### src/rtl/pipe_pkg.sv
// Shared definitions for the pipeline stage register slice.
// Provides the stage-action encoding, stall-bit polarity names and a
// saturating-increment helper used by the performance counters.
package pipe_pkg;

    // Action taken by the stage register on the last clock edge
    typedef enum logic [1:0] {
        ST_PASS   = 2'b00,
        ST_BUBBLE = 2'b01,
        ST_HOLD   = 2'b10,
        ST_CLEAR  = 2'b11
    } stage_e;

    // Polarity of the ctrl stall bits
    localparam logic Stop   = 1'b1;
    localparam logic NoStop = 1'b0;

    // Widest counter the helper supports
    localparam int unsigned SAT_MAX_W = 64;

    // Increment v, sticking at the all-ones value of a w-bit counter
    function automatic logic [SAT_MAX_W-1:0] sat_inc(
        input logic [SAT_MAX_W-1:0] v,
        input int unsigned          w
    );
        logic [SAT_MAX_W-1:0] top;
        top = {SAT_MAX_W{1'b1}} >> (SAT_MAX_W - w);
        return (v >= top) ? v : v + SAT_MAX_W'(1);
    endfunction

endpackage

### src/rtl/sat_counter.sv
// Saturating up-counter with synchronous clear.
// Ports:
//   clk   - clock
//   rst_n - synchronous active-low reset, clears q
//   clr   - synchronous clear, wins over inc
//   inc   - count enable, +1 per edge, sticks at all-ones
//   q     - registered count
module sat_counter
    import pipe_pkg::*;
#(
    parameter int unsigned W = 16
) (
    input  logic         clk,
    input  logic         rst_n,
    input  logic         clr,
    input  logic         inc,
    output logic [W-1:0] q
);

    logic [W-1:0] q_nxt;

    // Next count: clear beats increment
    always_comb begin
        q_nxt = q;
        if (clr) begin
            q_nxt = '0;
        end else if (inc) begin
            q_nxt = W'(sat_inc(SAT_MAX_W'(q), W));
        end
    end

    // Count register
    always_ff @(posedge clk) begin
        if (!rst_n) begin
            q <= '0;
        end else begin
            q <= q_nxt;
        end
    end

endmodule

### src/rtl/pipe_stage_reg.sv
// Parametrised inter-stage pipeline register for the 5-stage MIPS core.
// Carries a payload, a multi-cycle carry field and an iteration count,
// and supports flush, bubble insertion and hold. Also reports the action
// taken each edge and keeps bubble/hold performance counters plus a
// sticky stall-timeout watchdog.
// Ports:
//   clk, rst_n             - clock, synchronous active-low reset
//   flush                  - clears the stage (overrides stalls)
//   stall_cur, stall_nxt   - ctrl stall bits of feeding / downstream stage
//   in_valid, in_payload   - upstream instruction
//   in_carry, in_cnt       - multi-cycle temp and iteration index
//   perf_clr               - clears counters and watchdog
//   out_*                  - registered stage contents
//   stage_state            - action on last edge (PASS/BUBBLE/HOLD/CLEAR)
//   bubble_cnt, hold_run   - saturating bubble count, current hold run
//   hold_timeout           - sticky watchdog flag
module pipe_stage_reg
    import pipe_pkg::*;
#(
    parameter int unsigned PAYLOAD_W = 32,
    parameter int unsigned CARRY_W   = 64,
    parameter int unsigned CNT_W     = 2,
    parameter int unsigned PERF_W    = 16,
    parameter int unsigned HOLD_MAX  = 255
) (
    input  logic                 clk,
    input  logic                 rst_n,
    input  logic                 flush,
    input  logic                 stall_cur,
    input  logic                 stall_nxt,
    input  logic                 in_valid,
    input  logic [PAYLOAD_W-1:0] in_payload,
    input  logic [CARRY_W-1:0]   in_carry,
    input  logic [CNT_W-1:0]     in_cnt,
    input  logic                 perf_clr,
    output logic                 out_valid,
    output logic [PAYLOAD_W-1:0] out_payload,
    output logic [CARRY_W-1:0]   out_carry,
    output logic [CNT_W-1:0]     out_cnt,
    output logic [1:0]           stage_state,
    output logic [PERF_W-1:0]    bubble_cnt,
    output logic [PERF_W-1:0]    hold_run,
    output logic                 hold_timeout
);

    stage_e                 state_q;
    stage_e                 state_nxt;
    logic                   valid_nxt;
    logic [PAYLOAD_W-1:0]   payload_nxt;
    logic [CARRY_W-1:0]     carry_nxt;
    logic [CNT_W-1:0]       cnt_nxt;
    logic                   is_bubble_c;
    logic                   is_hold_c;
    logic [PERF_W-1:0]      hold_run_nxt_c;
    logic                   timeout_nxt;

    // Action select and stage contents for the coming edge
    always_comb begin
        state_nxt   = ST_PASS;
        valid_nxt   = out_valid;
        payload_nxt = out_payload;
        carry_nxt   = out_carry;
        cnt_nxt     = out_cnt;
        if (flush) begin
            state_nxt   = ST_CLEAR;
            valid_nxt   = 1'b0;
            payload_nxt = '0;
            carry_nxt   = '0;
            cnt_nxt     = '0;
        end else if (stall_cur == Stop && stall_nxt == NoStop) begin
            // Downstream runs on: emit a bubble but keep the multi-cycle state
            state_nxt   = ST_BUBBLE;
            valid_nxt   = 1'b0;
            payload_nxt = '0;
            carry_nxt   = in_carry;
            cnt_nxt     = in_cnt;
        end else if (stall_cur == Stop) begin
            state_nxt = ST_HOLD;
        end else begin
            state_nxt   = ST_PASS;
            valid_nxt   = in_valid;
            payload_nxt = in_payload;
            carry_nxt   = '0;
            cnt_nxt     = '0;
        end
    end

    assign is_bubble_c = (state_nxt == ST_BUBBLE);
    assign is_hold_c   = (state_nxt == ST_HOLD);

    // Mirror of the hold counter's next value, needed to trip the watchdog
    // on the same edge the run reaches HOLD_MAX
    always_comb begin
        hold_run_nxt_c = '0;
        if (!perf_clr && is_hold_c) begin
            hold_run_nxt_c = PERF_W'(sat_inc(SAT_MAX_W'(hold_run), PERF_W));
        end
    end

    // Sticky watchdog: clear beats trip
    always_comb begin
        timeout_nxt = hold_timeout;
        if (perf_clr) begin
            timeout_nxt = 1'b0;
        end else if (hold_run_nxt_c == PERF_W'(HOLD_MAX)) begin
            timeout_nxt = 1'b1;
        end
    end

    // Stage state and contents registers
    always_ff @(posedge clk) begin
        if (!rst_n) begin
            state_q      <= ST_CLEAR;
            out_valid    <= 1'b0;
            out_payload  <= '0;
            out_carry    <= '0;
            out_cnt      <= '0;
            hold_timeout <= 1'b0;
        end else begin
            state_q      <= state_nxt;
            out_valid    <= valid_nxt;
            out_payload  <= payload_nxt;
            out_carry    <= carry_nxt;
            out_cnt      <= cnt_nxt;
            hold_timeout <= timeout_nxt;
        end
    end

    assign stage_state = state_q;

    // Bubble counter survives flush; only perf_clr or reset clears it
    sat_counter #(
        .W (PERF_W)
    ) u_bubble_cnt (
        .clk   (clk),
        .rst_n (rst_n),
        .clr   (perf_clr),
        .inc   (is_bubble_c),
        .q     (bubble_cnt)
    );

    // Hold run length restarts on any non-HOLD edge
    sat_counter #(
        .W (PERF_W)
    ) u_hold_run (
        .clk   (clk),
        .rst_n (rst_n),
        .clr   (perf_clr | ~is_hold_c),
        .inc   (is_hold_c),
        .q     (hold_run)
    );

endmodule

### config.mk
export PLATFORM = sky130hd
export DESIGN_NAME = pipe_stage_reg
export DESIGN_NICKNAME = d
export VERILOG_FILES = /design/src/rtl/pipe_pkg.sv /design/src/rtl/sat_counter.sv /design/src/rtl/pipe_stage_reg.sv
export SDC_FILE = /design/constraint.sdc
export NUM_CORES = 1
export LEC_CHECK = 0
export CAP_MARGIN = 20
export CORE_ASPECT_RATIO = 0.5
export CORE_MARGIN = 8
export CORE_UTILIZATION = 46
export CTS_BUF_LIST = sky130_fd_sc_hd__clkbuf_2 sky130_fd_sc_hd__clkbuf_4 sky130_fd_sc_hd__clkbuf_8
export CTS_CLUSTER_SIZE = 25
export DETAILED_ROUTE_END_ITERATION = 7
export HOLD_SLACK_MARGIN = 0.02
export PLACE_DENSITY_LB_ADDON = 0.05
export SLEW_MARGIN = 20
export SYNTH_ARGS = -nofsm -noshare
export SYNTH_HDL_FRONTEND = slang
export SYNTH_SLANG_ARGS = --single-unit
### constraint.sdc
create_clock -name clk -period 5.15 [get_ports clk]
set_clock_uncertainty 0.15 [all_clocks]
set_input_delay 0.7725 -clock clk [delete_from_list [all_inputs] [get_ports clk]]
set_output_delay 0.7725 -clock clk [all_outputs]
set_load 0.005 [all_outputs]
; Word-level counts from Yosys, hierarchy flattened
; Cells that the tools add are included.
[totals]
register_bits = 134
in_bits = 105
output_inout_bits = 134
elab_cells = 38
[op_classes]
addsub = 2
n_lt_le_gt_ge = 2
n_eq_ne = 4
muxes = 9
bitwise_logic = 5
n_reduce_logical = 8
[ops]
columns = cell, count
row1 = $mux 64, 2
row2 = $add 16x1->16 const B, 2
row3 = $ge 16x16->1 const B, 2
row4 = $mux 16, 2
row5 = $eq 16x8->1 const B, 1
row6 = $mux 2, 5
row7 = $reduce_or 2->1, 3
row8 = $not 1->1, 4
row9 = $reduce_or 3->1, 1
row10 = $eq 2x1->1 const B, 1
row11 = $eq 2x2->1 const B, 1
row12 = $logic_and 1x1->1, 2
row13 = $ne 2x1->1 const B, 1
row14 = $reduce_and 2->1, 1
row15 = $logic_not 1->1, 1
row16 = $or 1x1->1, 1

; Depth between registers and ports, before layout
[depth]
ltp_word = 8
depth_mapped = 9
ltp_nobuf = 7

; Hierarchy
; From an unflattened synthesis, not the netlist that was laid out.
[hier_totals]
hier_cells = 550
hier_area_um2 = 5437.7
[by_module_without_submodules]
columns = module, instances, cells_per_inst, area_per_inst_um2, seq_area_each_um2
row1 = pipe_stage_reg, 1, 362, 3786.1, 2042.0
row2 = sat_counter, 2, 94, 825.8, 320.3

; Least setup slack after synthesis
; No wires, ideal clock.
[synth_timing]
path_type = input to register
start = input port stall_nxt
end = register hold_timeout
setup_time_ns = 0.074
arrival_ns = 2.099
required_ns = 4.926
slack_ns = 2.828
cell_stages = 8
path_buffers = 2
path_cell_list = clkbuf_1 > nand2_1 > or3b_1 > clkbuf_1 > nor3_1 > o311a_1 > o2111ai_1 > o22ai_2
[synth_between]
elab_chain_cells = 8
[synth_rtl]
columns = item, line
row1 = start: declaration, pipe_stage_reg.sv:30  ; input logic stall_nxt,
row2 = $not 1->1, pipe_stage_reg.sv:70  ; end else if (stall_cur == Stop && stall_nxt == NoStop) begin
row3 = $logic_and 1x1->1, pipe_stage_reg.sv:70
row4 = $mux 2, pipe_stage_reg.sv:70
row5 = $mux 2, pipe_stage_reg.sv:64  ; if (flush) begin
row6 = $eq 2x2->1, pipe_stage_reg.sv:89  ; assign is_hold_c = (state_nxt == ST_HOLD);
row7 = $logic_and 1x1->1, pipe_stage_reg.sv:95  ; if (!perf_clr && is_hold_c) begin
row8 = $mux 16, pipe_stage_reg.sv:95
row9 = $eq 16x8->1, pipe_stage_reg.sv:105  ; end else if (hold_run_nxt_c == PERF_W'(HOLD_MAX)) begin
row10 = end signal: assignment, pipe_stage_reg.sv:125  ; hold_timeout <= timeout_nxt;
row11 = end: declaration, pipe_stage_reg.sv:43  ; output logic hold_timeout
; No other way between the ends.
; A chain may end at the register's enable or synchronous reset.

; Final worst setup path
[layout_timing]
start = input port rst_n
end = register hold_timeout
[layout_between]
elab_chain_cells = 2
[layout_rtl]
columns = item, line
row1 = start: declaration, pipe_stage_reg.sv:27  ; input logic rst_n,
row2 = $not 1->1 (no source line), -
row3 = $reduce_or 2->1 (no source line), -
; No other way between the ends.

==> results.md <==
Yosys:
- After synthesis, the mean cell area works out to 9.89 µm².
- The synthesized net count is 639.
- The cell area that synthesis handed to floorplanning was 0.00526 mm².
- Counting distinct cell types in the post-synthesis netlist gives 50.
- In the synthesized netlist the dominant register cell turns out to be dfxtp_1.
- The instance count of the mapped netlist is 532.
- The number of enable-type register cells in the synthesized netlist is 0.
- Yosys printed 0 warnings.
- The sequential share of the synthesized area is 0.510.
- The share of flip-flops with an asynchronous set or reset is 0.
- After synthesis the netlist holds a flip-flop and latch count of 134.

STA:
- Static timing analysis puts the maximum clock frequency at 364 MHz.
- The final period utilization is 0.533.
- The total setup violations reported at the end of the flow is 0.
- The final hold violation count is 0.
- Setup repair after global routing left no endpoint under its margin.
- The number of pins exceeding their max-slew limit in the final report is 0.
- At the pin with the least slew margin, the transition time is 792 ps.
- The sum of negative setup slack is 0 ps.
- The worst pin sits at a relative slew slack of 0.471.
- The shortest clock period the worst path allows after layout is 2740 ps.

Floorplan:
- The initial core utilization is 0.475.
- The die footprint is 0.0153 mm².
- The total area inside the core boundary comes to 0.0111 mm².
- The horizontal die dimension is 167 µm.
- The height of the die is 91.6 µm.
- The number of top-level design ports is 239.
- The floorplan has 27 rows.

Pwr:
- Across the VDD grid, the largest voltage drop is 0.152 mV.
- The cell leakage power is 3.15 nW.
- Dividing total power by cell area gives a power density of 270 mW/mm².
- Overall power consumption after layout is estimated at 0.00219 W.

Status:
- The run finished with clean final reports.

Worst setup path:
- In this run the critical register-to-register path is captured at u_hold_run.q[11]$_SDFFE_PP0N_.
- The kind of start point of the critical path is a primary input.
- At the worst endpoint, the required time is 5340 ps.
- The length in cells of the worst reg-to-reg path is 7.
- In this run the critical register-to-register path is launched from u_hold_run.q[0]$_SDFFE_PP0N_.
- Data on the critical path arrives at its endpoint at 2940 ps.
- The setup slack of the most critical reg-to-reg path is 2410 ps.
- The worst setup path is of the primary input to register kind.
- The category of the worst setup path capture point is a register.
- In this run the worst path has a maximum fanout of 17.

Place:
- Detailed placement ended at an HPWL of 11800 µm.
- Counting tap cells, the placed design contains a total of 884 instances.
- The final estimated routing congestion in global placement is 0.910.
- Port buffering added 238 buffers.

Final layout:
- Once layout is complete, the cells apart from fillers number 916.
- The number of antenna diodes in the final layout is 0.
- For this run, the share of the core covered by cells in the final layout is 0.732.
- Compared with the post-synthesis result, the final layout area differs by 54.1%.
- The flip-flop and latch area is 0.00268 mm².
- In the layout the commonest cells are 236 x clkdlybuf4s50_1, 134 x dfxtp_1, 128 x nor2_1, 103 x mux2i_1, 19 x clkbuf_8.
- The most common library cell in the layout ignoring fill and taps is clkdlybuf4s50_1.
- The area occupied by multi-input gates is 0.00240 mm².
- The layout has 830 filler cells.
- The number of nets at the end of the flow is 865.
- The share of cells above drive strength 1 is 0.0636.

Routing:
- The iteration-0 DRC count of the detailed router is 300.
- The first-pass detailed-route iteration total is 4.
- The total detailed-routing wirelength is 15900 µm.
- The total DRC errors in the routed layout is 0.
- The met3 wire length is 1620 µm.
- After detailed routing, the wire length on met1 is 5940 µm.
- The routed via count is 4559.
- The antenna violation net count after detailed routing is 0.
- The average wire per cell in the routed design is 17.4 µm.
- The highest signal layer in the routed design is met4.
- The detailed route wirelength on metal2 is 7960 µm.
- The vias per cell is 4.98.

Global route:
- The via count of the first global-routing pass was 4674.
- The pin count of the biggest net entering global routing is 67.
- The initial antenna violation count is 0.
- Global routing finished with a remaining overflow of 0.
- The first-pass GRT wire length is 24800 µm.
- The global router's overall resource usage is 0.203.

Clock tree:
- Clock latency on the worst-skew pair, taken at its later pin, is 430 ps.
- The number of H-tree levels is 4.
- The buffers inserted during post-CTS setup optimization is 0.
- TritonCTS built the clock tree.
- The number of sinks driven by the clock tree is 134.
- The number of buffers inserted by hold repair at cts is 0.
- The tree is rooted in a clkbuf_8.
- Once the clock tree was built, the resizer swapped 0 gates to a different size.
- The number of buffers inserted during clock tree synthesis is 17.
- The clock-pin transition on the worst setup and hold timing paths is 70 ps.
- The worst-case clock buffer depth is 2.

Min path:
- The worst hold path startpoint is out_carry[20]$_SDFFE_PP0N_.
- The worst hold path stage count is 2.
- The worst-case hold path end point is out_carry[20]$_SDFFE_PP0N_.
- The worst min-delay path category is register to register.

Flow run:
- The tool flagged a number of max-cap violations equal to 0.
==> synth_stat cells, types with 3 or more instances <==
cell type / count / area share
and4_1: 5 / 0.0083
o21ai_0: 6 / 0.0057
mux2i_1: 103 / 0.20
inv_1: 5 / 0.0036
nand3_1: 16 / 0.015
nor3_1: 11 / 0.010
nand2_1: 11 / 0.0078
buf_2: 6 / 0.0057
clkbuf_1: 16 / 0.011
a21oi_1: 7 / 0.0067
nor2_1: 128 / 0.091
a31oi_1: 3 / 0.0036
buf_1: 10 / 0.0071
dfxtp_1: 134 / 0.51
nand4_1: 7 / 0.0083
nor4_1: 3 / 0.0036
xnor2_1: 12 / 0.020
xor2_1: 10 / 0.017
==> how the worst max path moves through the flow <==
stage | from | to | slack [ps] | cells after the start
floorplan | stall_nxt | hold_timeout$_SDFFE_PP0N_ | 2830 | 8
global placement | rst_n | hold_timeout$_SDFFE_PP0N_ | 2080 | 7
detailed placement | rst_n | hold_timeout$_SDFFE_PP0N_ | 1990 | 7
CTS | u_hold_run.q[0]$_SDFFE_PP0N_ | u_hold_run.q[11]$_SDFFE_PP0N_ | 2410 | 7
global route | u_hold_run.q[0]$_SDFFE_PP0N_ | u_hold_run.q[11]$_SDFFE_PP0N_ | 2240 | 7
finish | rst_n | hold_timeout$_SDFFE_PP0N_ | 2410 | 7
==> critical path, cell delays in order <==
cell and delay (ps):
clkdlybuf4s50_1 490, nor2b_1 320, or3b_1 660, nor3_1 290, o311a_1 190, o2111ai_1 110
o22ai_2 100
==> sequential cells by signal, summed over array words and instances (netlist names) <==
| signal | count |
|---|---|
| out_carry | 64 |
| out_payload | 32 |
| u_bubble_cnt.q | 16 |
| u_hold_run.q | 16 |
| out_cnt | 2 |
| stage_state | 2 |
| hold_timeout | 1 |
| out_valid | 1 |
==> layer usage <==
metal | track usage | vias to the layer above
met4 | 0.0819 | 0
met1 | 0.202 | 2124
met3 | 0.106 | 27
li1 | - | 2266
met2 | 0.360 | 142
met5 | 0 | -
==> where the power goes <==
group          switching, W  internal, W  total [W]
logic             0.0000732     0.000135   0.000208
clock network      0.000411     0.000510   0.000920
registers        0.00000941      0.00105    0.00106
total              0.000493      0.00170    0.00219
==> per-stage QoR <==
stage	cell area (µm²)	hold slack (ps)	worst slack, ps
after floorplan	5260	333	2830
after global placement	7690	322	2080
after detailed placement	7690	335	1990
after CTS	8110	350	2410
after global routing	8110	370	2240
final	8110	344	2410
==> logic make-up (layout without fill, tap and decap cells) <==
logic type / after synthesis / in the layout / synth area share
flops: 134 / 134 / 0.510
buf+inv: 40 / 279 / 0.0352
simple gates: 201 / 201 / 0.178
compound gates: 30 / 30 / 0.0395
xor+xnor: 22 / 22 / 0.0366
mux: 103 / 103 / 0.196
fa+ha+maj: 2 / 2 / 0.00475
==> area by class of cell <==
class / instances / share of cell area
clock buffer: 20 / 0.0332
inverter: 5 / 0.00231
timing repair buffer: 242 / 0.297
multi-input combinational: 358 / 0.296
sequential: 134 / 0.331
clock inverter: 12 / 0.0188
tap: 145 / 0.0224
Note: power is estimated with default switching activity, not from simulation.
